<file path="config.mk">
export PLATFORM = sky130hd
export DESIGN_NAME = fc_layer_sched
export DESIGN_NICKNAME = d
export VERILOG_FILES = /design/src/rtl/fc_layer_sched_pkg.sv /design/src/rtl/fc_layer_sched.sv
export SDC_FILE = /design/constraint.sdc
export NUM_CORES = 1
export LEC_CHECK = 0
export BUFFER_PORTS_ARGS = -buffer_cell sky130_fd_sc_hd__buf_2
export CORE_ASPECT_RATIO = 0.8
export CORE_MARGIN = 4
export CORE_UTILIZATION = 25
export CTS_CLUSTER_DIAMETER = 40
export DETAILED_ROUTE_END_ITERATION = 16
export GPL_TIMING_DRIVEN = 0
export SYNTH_ARGS = -nofsm -noshare
export SYNTH_HDL_FRONTEND = slang
export SYNTH_SLANG_ARGS = --single-unit
</file>
<file path="constraint.sdc">
create_clock -name clk -period 1.6 [get_ports clk]
set_input_delay 0.08 -clock clk [delete_from_list [all_inputs] [get_ports clk]]
set_output_delay 0.08 -clock clk [all_outputs]
set_load 0.01 [all_outputs]
</file>
<file path="src/rtl/fc_layer_sched_pkg.sv">
// Shared types and helpers for the fully-connected layer sequencer.
package fc_pkg;

  // Sequencer states: stream beats, wait for the neuron, store result, report.
  typedef enum logic [2:0] {
    ST_IDLE,
    ST_FETCH,
    ST_WAIT,
    ST_WRITE,
    ST_FINISH
  } fc_state_t;

  // Number of beats needed to cover one neuron's inputs.
  function automatic int beats(input int in_size, input int beat);
    return in_size / beat;
  endfunction

  // The input vector must split into a whole, nonzero number of beats.
  function automatic bit size_ok(input int in_size, input int beat);
    return (beat > 0) && (in_size >= beat) && ((in_size % beat) == 0);
  endfunction

endpackage

</file>
<file path="src/rtl/fc_layer_sched.sv">
// Sequencer for one fully-connected layer: streams input/weight beats from
// registered BRAMs into the neuron, waits for its result, stores the ReLU
// output per neuron and reports completion or a watchdog error.
module fc_layer_sched
  import fc_pkg::*;
#(
  parameter int IN_SIZE  = 64,
  parameter int OUT_SIZE = 10,
  parameter int BEAT     = 16,
  parameter int DWIDTH   = 16,
  parameter int AW       = 10,
  parameter int TIMEOUT  = 16
) (
  input  logic              clk,
  input  logic              nreset,
  input  logic              start,
  output logic              busy,
  output logic              done,
  output logic              err,
  output logic              mem_rd_en,
  output logic [AW-1:0]     in_addr,
  output logic [AW-1:0]     w_addr,
  output logic [AW-1:0]     b_addr,
  output logic              pu_load_en,
  input  logic              pu_done,
  input  logic [DWIDTH-1:0] pu_result,
  output logic              res_we,
  output logic [AW-1:0]     res_addr,
  output logic [DWIDTH-1:0] res_data
);

  localparam int BEATS = beats(IN_SIZE, BEAT);
  localparam int WDW   = $clog2(TIMEOUT) + 1;

  localparam logic [AW-1:0]  LAST_BEAT   = AW'(BEATS - 1);
  localparam logic [AW-1:0]  LAST_NEURON = AW'(OUT_SIZE - 1);
  localparam logic [WDW-1:0] WD_LAST     = WDW'(TIMEOUT - 1);

  // Reject an input size that does not split into whole beats.
  if (!size_ok(IN_SIZE, BEAT)) begin : g_bad_size
    $error("fc_layer_sched: IN_SIZE must be a nonzero multiple of BEAT");
  end

  fc_state_t         state, state_next;
  logic [AW-1:0]     beat, beat_next;
  logic [AW-1:0]     neuron, neuron_next;
  logic [WDW-1:0]    wd, wd_next;
  logic              err_next;
  logic [DWIDTH-1:0] res_data_next;

  // State, counters, sticky error and captured result.
  always_ff @(posedge clk or negedge nreset) begin
    if (!nreset) begin
      state    <= ST_IDLE;
      beat     <= '0;
      neuron   <= '0;
      wd       <= '0;
      err      <= 1'b0;
      res_data <= '0;
    end else begin
      state    <= state_next;
      beat     <= beat_next;
      neuron   <= neuron_next;
      wd       <= wd_next;
      err      <= err_next;
      res_data <= res_data_next;
    end
  end

  // Neuron load strobe trails the read strobe by the BRAM read latency.
  always_ff @(posedge clk or negedge nreset) begin
    if (!nreset) begin
      pu_load_en <= 1'b0;
    end else begin
      pu_load_en <= mem_rd_en;
    end
  end

  // Next-state logic and per-state outputs; addresses are zero when unused.
  always_comb begin
    state_next    = state;
    beat_next     = beat;
    neuron_next   = neuron;
    wd_next       = wd;
    err_next      = err;
    res_data_next = res_data;
    busy          = (state != ST_IDLE);
    done          = 1'b0;
    mem_rd_en     = 1'b0;
    res_we        = 1'b0;
    in_addr       = '0;
    w_addr        = '0;
    b_addr        = '0;
    res_addr      = '0;

    case (state)
      ST_IDLE: begin
        if (start) begin
          beat_next   = '0;
          neuron_next = '0;
          wd_next     = '0;
          err_next    = 1'b0;
          state_next  = ST_FETCH;
        end
      end

      ST_FETCH: begin
        mem_rd_en = 1'b1;
        in_addr   = beat;
        w_addr    = AW'(int'(neuron) * BEATS + int'(beat));
        b_addr    = neuron;
        if (beat == LAST_BEAT) begin
          beat_next  = '0;
          wd_next    = '0;
          state_next = ST_WAIT;
        end else begin
          beat_next = beat + 1'b1;
        end
      end

      ST_WAIT: begin
        wd_next = wd + 1'b1;
        // A result arriving on the expiry cycle still counts as success.
        if (pu_done) begin
          res_data_next = pu_result;
          state_next    = ST_WRITE;
        end else if (wd == WD_LAST) begin
          err_next   = 1'b1;
          state_next = ST_FINISH;
        end
      end

      ST_WRITE: begin
        res_we   = 1'b1;
        res_addr = neuron;
        if (neuron == LAST_NEURON) begin
          state_next = ST_FINISH;
        end else begin
          neuron_next = neuron + 1'b1;
          state_next  = ST_FETCH;
        end
      end

      ST_FINISH: begin
        done       = 1'b1;
        state_next = ST_IDLE;
      end

      default: begin
        state_next = ST_IDLE;
      end
    endcase
  end

endmodule
</file>
==> metrics.txt, run 1 <==
status finished with violations; violated checks negative setup slack; synthesized area 0.00292 mm²; chip width around 130 µm; vias in the first global route 2824; proportion of layout cells with a drive suffix above 1 between 60 and 70%; Starting Density 25.4%; most common cell after layout, fill and taps aside buf_6; area grow syn2layout 81.3%; Ports between 80 and 90; Post-synth EDFFs 0; sequential share of power between 20% and 30%; Pint 5920 µW; ys async rst share 100%; Avg Cell Area, Syn 9.70 µm²; H-tree depth 2; Worst VDD drop 0.000766 V; Netlist cell types 56; worst-margin pin slew 1.11 ns; Crit path largest cell delay 0.55 ns; Arrival @ worst endpoint 2.00 ns; final total power about 9500 µW; worst-path maximum fanout 9; grt ovf 0; initial antenna violation count 0; Synth Register Bits 46; Layout fillers ~1100; min Tclk post-route ~2.1 ns; Psw between 3000 and 4000 µW; commonest non-fill, non-tap cells in the layout 74 x buf_6, 46 x buf_2, 37 x dfrtp_1; Avg Vias per Cell 4.84; Slew Viols, Final 0; RSZ-0062 raised after global routing yes; R2R Setup Slk -0.33 ns; post-route ant nets 0; DIE AREA 0.0135 mm²; Max-Cap Viols 0; Clock Latency Late Sink ~0.28 ns; power share of the clock group between 10 and 15%; Slowest-stage cell, CP dfrtp_1; Reg area 0.00116 mm²; Multi-input gate area 0.00212 mm²; Ys Warns 0; Reg-to-Reg Start state[1]; ys flop type dfrtp_1; fin crit share 130%; RePlAce Congestion 0.830; nets 499; Post-Syn Instances roughly 300; crit-path cells ha_2 > nor3_1 > o21bai_1 > o41ai_2 > mux2i_1 > buf_2; Worst Path Buf+Inv 1; largest net degree at the start of global routing between 40 and 50; Core Rows 35; CTS max path bufs 2; final setup margin -0.483 ns; # hold bufs at CTS 0; Hold Path Class in -> async; syn nets 334; Routed WL 10000 µm; Root Driver clkbuf_16; Tot GR Track Use 13.3%; Worst path top cell family by delay flip-flops; Buffers on Ports 81; CP endpoint kind output pin; Leak 0.00247 µW; CTS sink count 46; CTS buffer count 5; Final Hold Fails 0; chip height 105 µm; Detail Placement HPWL between 5000 and 6000 µm; power per cell area 1790 mW/mm²; WL/cell approximately 16 µm; crit path kind reg -> out; Required @ worst endpoint about 1.5 ns; maximum clock rate 0.480 GHz; DRC viols 0; RR Endpoint wd[0]; global-route wire length before repair between 10000 and 15000 µm; Iter 0 DRT Violations roughly 180; r2r worst-path depth 8; CTS tree done; Seq/Total Area, Yosys 39.4%; final setup fails 82; DRT Pass-1 Iters 4; clk slew on worst S/H paths 0.06 ns; worst rel slew slack 26.0%; core area 0.0115 mm²; Fin Clk Skew 0.00170 ns; n_diodes 0; Sw Share 37.6%; Comb power frac 68.1%; type of origin of the critical path register; hold_ws around 0.0035 ns; routed via count 2979; setup TNS -18.92 ns
==> flip-flops by register name, indices dropped and copies added (netlist names) <==
| name | count |
|---|---|
| res_data | 16 |
| beat | 10 |
| neuron | 10 |
| wd | 5 |
| state | 3 |
| err | 1 |
| pu_load_en | 1 |
==> worst reg2reg max path, cell delays in order, from the launching register on <==
cell	delay, ns
dfrtp_1	0.39
or3b_1	0.40
buf_6	0.15
inv_4	0.07
buf_6	0.09
buf_6	0.10
nand4_1	0.16
o21a_1	0.20
mux2_4	0.26
==> routing by layer <==
| layer | global-route usage (%) | vias to the layer above | wire length, µm |
|---|---|---|---|
| met5 | 0 | - | 0 |
| met4 | 2.02 | 0 | 124 |
| met3 | 2.71 | 12 | 375 |
| met2 | 20.9 | 56 | 4790 |
| met1 | 19.3 | 1502 | 4730 |
| li1 | - | 1409 | - |
==> worst max path at each step <==
| stage | end | startpoint | slack [ns] | depth (start not counted) |
|---|---|---|---|---|
| 5_1_grt | w_addr[9] | beat[3] | -0.59 | 6 |
| 3_3_place_gp | w_addr[9] | beat[2] | -0.35 | 6 |
| 4_1_cts | w_addr[9] | beat[3] | -0.46 | 6 |
| 6_report | w_addr[9] | neuron[4] | -0.48 | 6 |
| 2_1_floorplan | w_addr[9] | beat[2] | -0.09 | 5 |
| 3_5_place_dp | w_addr[9] | beat[2] | -0.35 | 6 |
==> what timing repair did <==
| item | 4_1_cts | 5_1_grt |
|---|---|---|
| gates resized for setup | 139 | 101 |
| pin swaps | 30 | 31 |
| endpoints found under the setup margin | 83 | 85 |
| buffers inserted | 50 | 37 |
| gates cloned | 4 | 0 |
==> layout make-up <==
cell class / instances / area share [%]
multi-input combinational: 230 / 40.1
buffer: 12 / 3.29
tap: 148 / 3.50
sequential: 46 / 22.0
clock buffer: 7 / 2.70
timing repair buffer: 160 / 27.3
inverter: 11 / 1.06
clock inverter: 1 / 0.0946
==> cells by family after synthesis <==
kind of cell | after synthesis | synth area share [%]
DFF | 46 | 39.4
AOI/OAI and AO/OA | 64 | 14.7
and+or+nand+nor | 127 | 25.9
xor gates and xnor gates | 5 | 1.50
muxes | 21 | 7.97
buffers and inverters | 25 | 4.63
adders and majority gates | 13 | 5.83
==> power groups by stage <==
| stage | sequential [µW] | clock (µW) | combinational (µW) |
|---|---|---|---|
| floorplan | 2000 | 0 | 2000 |
| global placement | 1970 | 0 | 3020 |
| detailed placement | 1990 | 0 | 3050 |
| CTS | 1940 | 1080 | 5150 |
| global route | 2020 | 1130 | 6870 |
| finish | 1960 | 1060 | 6460 |
==> through the flow <==
| step | instance area [µm²] | std cells | util, % | setup slack, ns |
|---|---|---|---|---|
| finish | 5290 | 615 | 46.1 | -0.483 |
| global route | 5290 | 615 | 46.1 | -0.589 |
| CTS | 4780 | 591 | 41.6 | -0.462 |
| floorplan | 3020 | 301 | - | -0.0927 |
| detailed placement | 3610 | 530 | 31.5 | -0.354 |
| global placement | 3610 | 530 | 31.5 | -0.350 |
==> synth_stat cells (6+ instances only) <==
library cell,n,share of area [%]
nor2_1,21,2.7
dfrtp_1,46,39
nand3_1,10,1.7
inv_1,9,1.2
nand2_1,21,2.7
ha_1,12,5.1
and3_1,6,1.3
mux2_2,18,6.9
nor3_1,8,1.4
and2_1,30,6.4
a21oi_1,12,2.1
buf_4,6,1.5
o21ai_0,22,3.8
Note: power is estimated with default switching activity, not from simulation.
==> run 2: changes to the inputs <==
- ABC_AREA: default -> 1
==> run 2 against run 1 <==
Net effect:
- the flow finishes with violations (negative hold slack, negative setup slack)
- clock power is essentially flat
- worst hold slack lost 0.042 ns
- cell count grew 13%
- critical endpoint is now w_addr[4]
- largest power group unchanged
==> metrics.txt, run 2 <==
Leak roughly 0.0024 µW; fraction of the mapped netlist area in adder cells under 10%; Slowest-stage cell, CP dfrtp_2; final instance area between 0.004 and 0.005 mm²; nets 585; type of origin of the critical path register; routed via count ~3100; power per cell area 1560 mW/mm²; ys async rst share 100%; Avg Vias per Cell 4.50; CP endpoint kind output pin; worst-margin pin slew 1.08 ns; Placed Instances ~630; largest net degree at the start of global routing 47; Final Hold Fails 24; syn nets 442; Required @ worst endpoint approximately 1.5 ns; Layout fillers 1070; clk slew on worst S/H paths 0.07 ns; Arrival @ worst endpoint 1.77 ns; CTS buffer count 5; CTS sink count 46; Worst Path Buf+Inv 2; Ys Warns 0; chip width 128 µm; DIE AREA 0.0134 mm²; synthesized area a little under 0.003 mm²; Synth Register Bits 46; Starting Density 26.0%; r2r worst-path depth 9; R2R Setup Slk around 0.030 ns; crit path kind reg -> out; post-layout util between 40% and 50%; Core Rows 34; Netlist cell types 32; Worst VDD drop 0.000564 V; CTS max path bufs 2; Compound-Gate Fraction of Synth Area 5.02%; Hold Path Class in -> async; Placed Area ~0.0035 mm²; final total power 7360 µW; grt ovf 0; H-tree depth 2; M3 GR Usage 3.80%; worst rel slew slack 28.2%; main area contributors after synthesis dfrtp_1 40%, nand2_1 18%, nor2_1 7.8%; Worst path top cell family by delay adder cells; WL/cell 13.6 µm; Crit path largest cell delay 0.44 ns; largest registers res_data (16), beat (10), neuron (10); commonest non-fill, non-tap cells in the layout 128 x nand2_1, 67 x buf_2, 39 x inv_1; CTS tree done; RSZ-0062 raised after global routing yes; Reg-to-Reg Start neuron[1]; final setup fails 11; Slew Viols, Final 0; Fin Clk Skew 0.00627 ns; n_diodes 0; Seq/Total Area, Yosys 39.8%; synth cell count leaders 137 x nand2_1, 60 x nor2_1, 46 x dfrtp_1; core area 0.0111 mm²; post-route ant nets 0; hold_ws -0.0382 ns; Root Driver clkbuf_16; Detail Placement HPWL 6080 µm; Yosys top cell by area dfrtp_1; main combinational cell family by area after synthesis simple AND/OR/NAND/NOR gates; Top reg by flops res_data; worst-path maximum fanout 3; vias in the first global route 2984; crit-path cells ha_4 > fa_2 > buf_6 > o21ai_4 > a21oi_4 > buf_2; fin crit share 116%; Routed WL 9470 µm; most used routing layer in global routing met2; DRC viols 0; met2 Track Usage GR 21.5%; post-synthesis xor/xnor area fraction ~1.2%; chip height 104 µm; count leader, synth nand2_1; Yosys top cell area share between 30% and 40%; Largest register FFs 16; Buffers on Ports 81; RePlAce Congestion 0.845; DRT Pass-1 Iters 4; Avg Cell Area, Syn 7.07 µm²; Post-Syn Instances 409; proportion of layout cells with a drive suffix above 1 41.2%; Simple-Gate Fraction of Synth Area 39.5%; RR Endpoint neuron[2]; GR Util met1 18.6%; fin cells between 600 and 700; status finished with violations; Iter 0 DRT Violations 169; Max-Cap Viols 0; Tot GR Track Use between 10% and 20%; final setup margin -0.251 ns; maximum clock rate between 0.5 and 0.6 GHz; Ports 82; Post-synth EDFFs 0; initial antenna violation count 0; most common cell after layout, fill and taps aside nand2_1; mux contribution to synthesized area 0%; min Tclk post-route 1.85 ns; Clock Latency Late Sink 0.30 ns; area grow syn2layout 62.8%; global-route wire length before repair 14900 µm; violated checks negative hold slack, negative setup slack; ys flop type dfrtp_1
## run 2: cell types whose count changed in the layout (fill, tap and decap cells not counted), moves of 7 or more
cell | before | now
buf_6 | 74 | 25
and2_4 | 27 | 0
nand2_1 | 18 | 128
nor2_1 | 11 | 33
o21ai_2 | 7 | 0
dlygate4sd3_1 | 0 | 16
inv_1 | 7 | 39
mux2_4 | 17 | 0
nor2_2 | 2 | 13
buf_2 | 46 | 67
nor2_4 | 8 | 17
nand3_1 | 8 | 34
## run 2: power by group
group          internal [µW]  leakage, µW  switching (µW)
logic                   1980      0.00173            2440
clock network            588    0.0000704             499
registers               1540     0.000587             319
## run 2: kinds of logic (layout without fill, tap and decap cells)
group,after synthesis,in the layout
flip-flops,46,46
buffers and inverters,58,201
XOR/XNOR,4,4
AO/OA/AOI/OAI,27,27
AND/OR/NAND/NOR,261,262
adder cells (fa/ha/maj),13,13
## run 2: repair_timing
| item | CTS | global route |
|---|---|---|
| hold buffers | 16 | 0 |
| endpoints found under the hold margin | 16 | 0 |
| setup endpoints to repair | 52 | 76 |
| pin swaps | 14 | 22 |
| gates resized for setup | 60 | 91 |
| gates cloned | 2 | 1 |
| setup buffers | 20 | 18 |
## run 2: worst max path at each step
stage	from	endpoint	slack, ns	cells after the start
2_1_floorplan	neuron[0]	w_addr[6]	0.06	5
3_3_place_gp	neuron[0]	w_addr[6]	-0.15	7
3_5_place_dp	neuron[0]	w_addr[6]	-0.17	7
4_1_cts	neuron[0]	w_addr[8]	-0.24	6
5_1_grt	neuron[0]	w_addr[6]	-0.30	7
6_report	neuron[0]	w_addr[4]	-0.25	6
## run 2: metal layers
metal	share of wire (%)	wire length (µm)
met5	0	0
met2	49	4650
met4	1.1	101
met1	44	4130
met3	6.2	588
## run 2: worst reg2reg max path: stages, from the launching register on
cell,delay (ns)
dfrtp_2,0.46
buf_6,0.16
inv_8,0.07
ha_4,0.12
nand2_2,0.06
nor2_4,0.16
nand4_4,0.19
nand2_4,0.16
nand2_1,0.07
nand2_1,0.06
## run 2: layout make-up
type	count	area (µm²)	share of cell area [%]
Multi-Input combinational cell	306	1870	39.8
Sequential cell	46	1170	24.8
Timing Repair Buffer	136	1020	21.7
Inverter	50	223	4.73
Tap cell	144	180	3.83
Clock buffer	5	125	2.66
Buffer	7	93.8	1.99
Clock inverter	3	25.0	0.531
## run 2: metrics by stage
| step | worst slack (ns) | TNS [ns] |
|---|---|---|
| after CTS | -0.239 | -1.33 |
| final | -0.251 | -1.59 |
| after detailed placement | -0.169 | -0.444 |
| after global routing | -0.300 | -3.51 |
| after global placement | -0.151 | -0.348 |
| after floorplan | 0.0619 | 0 |
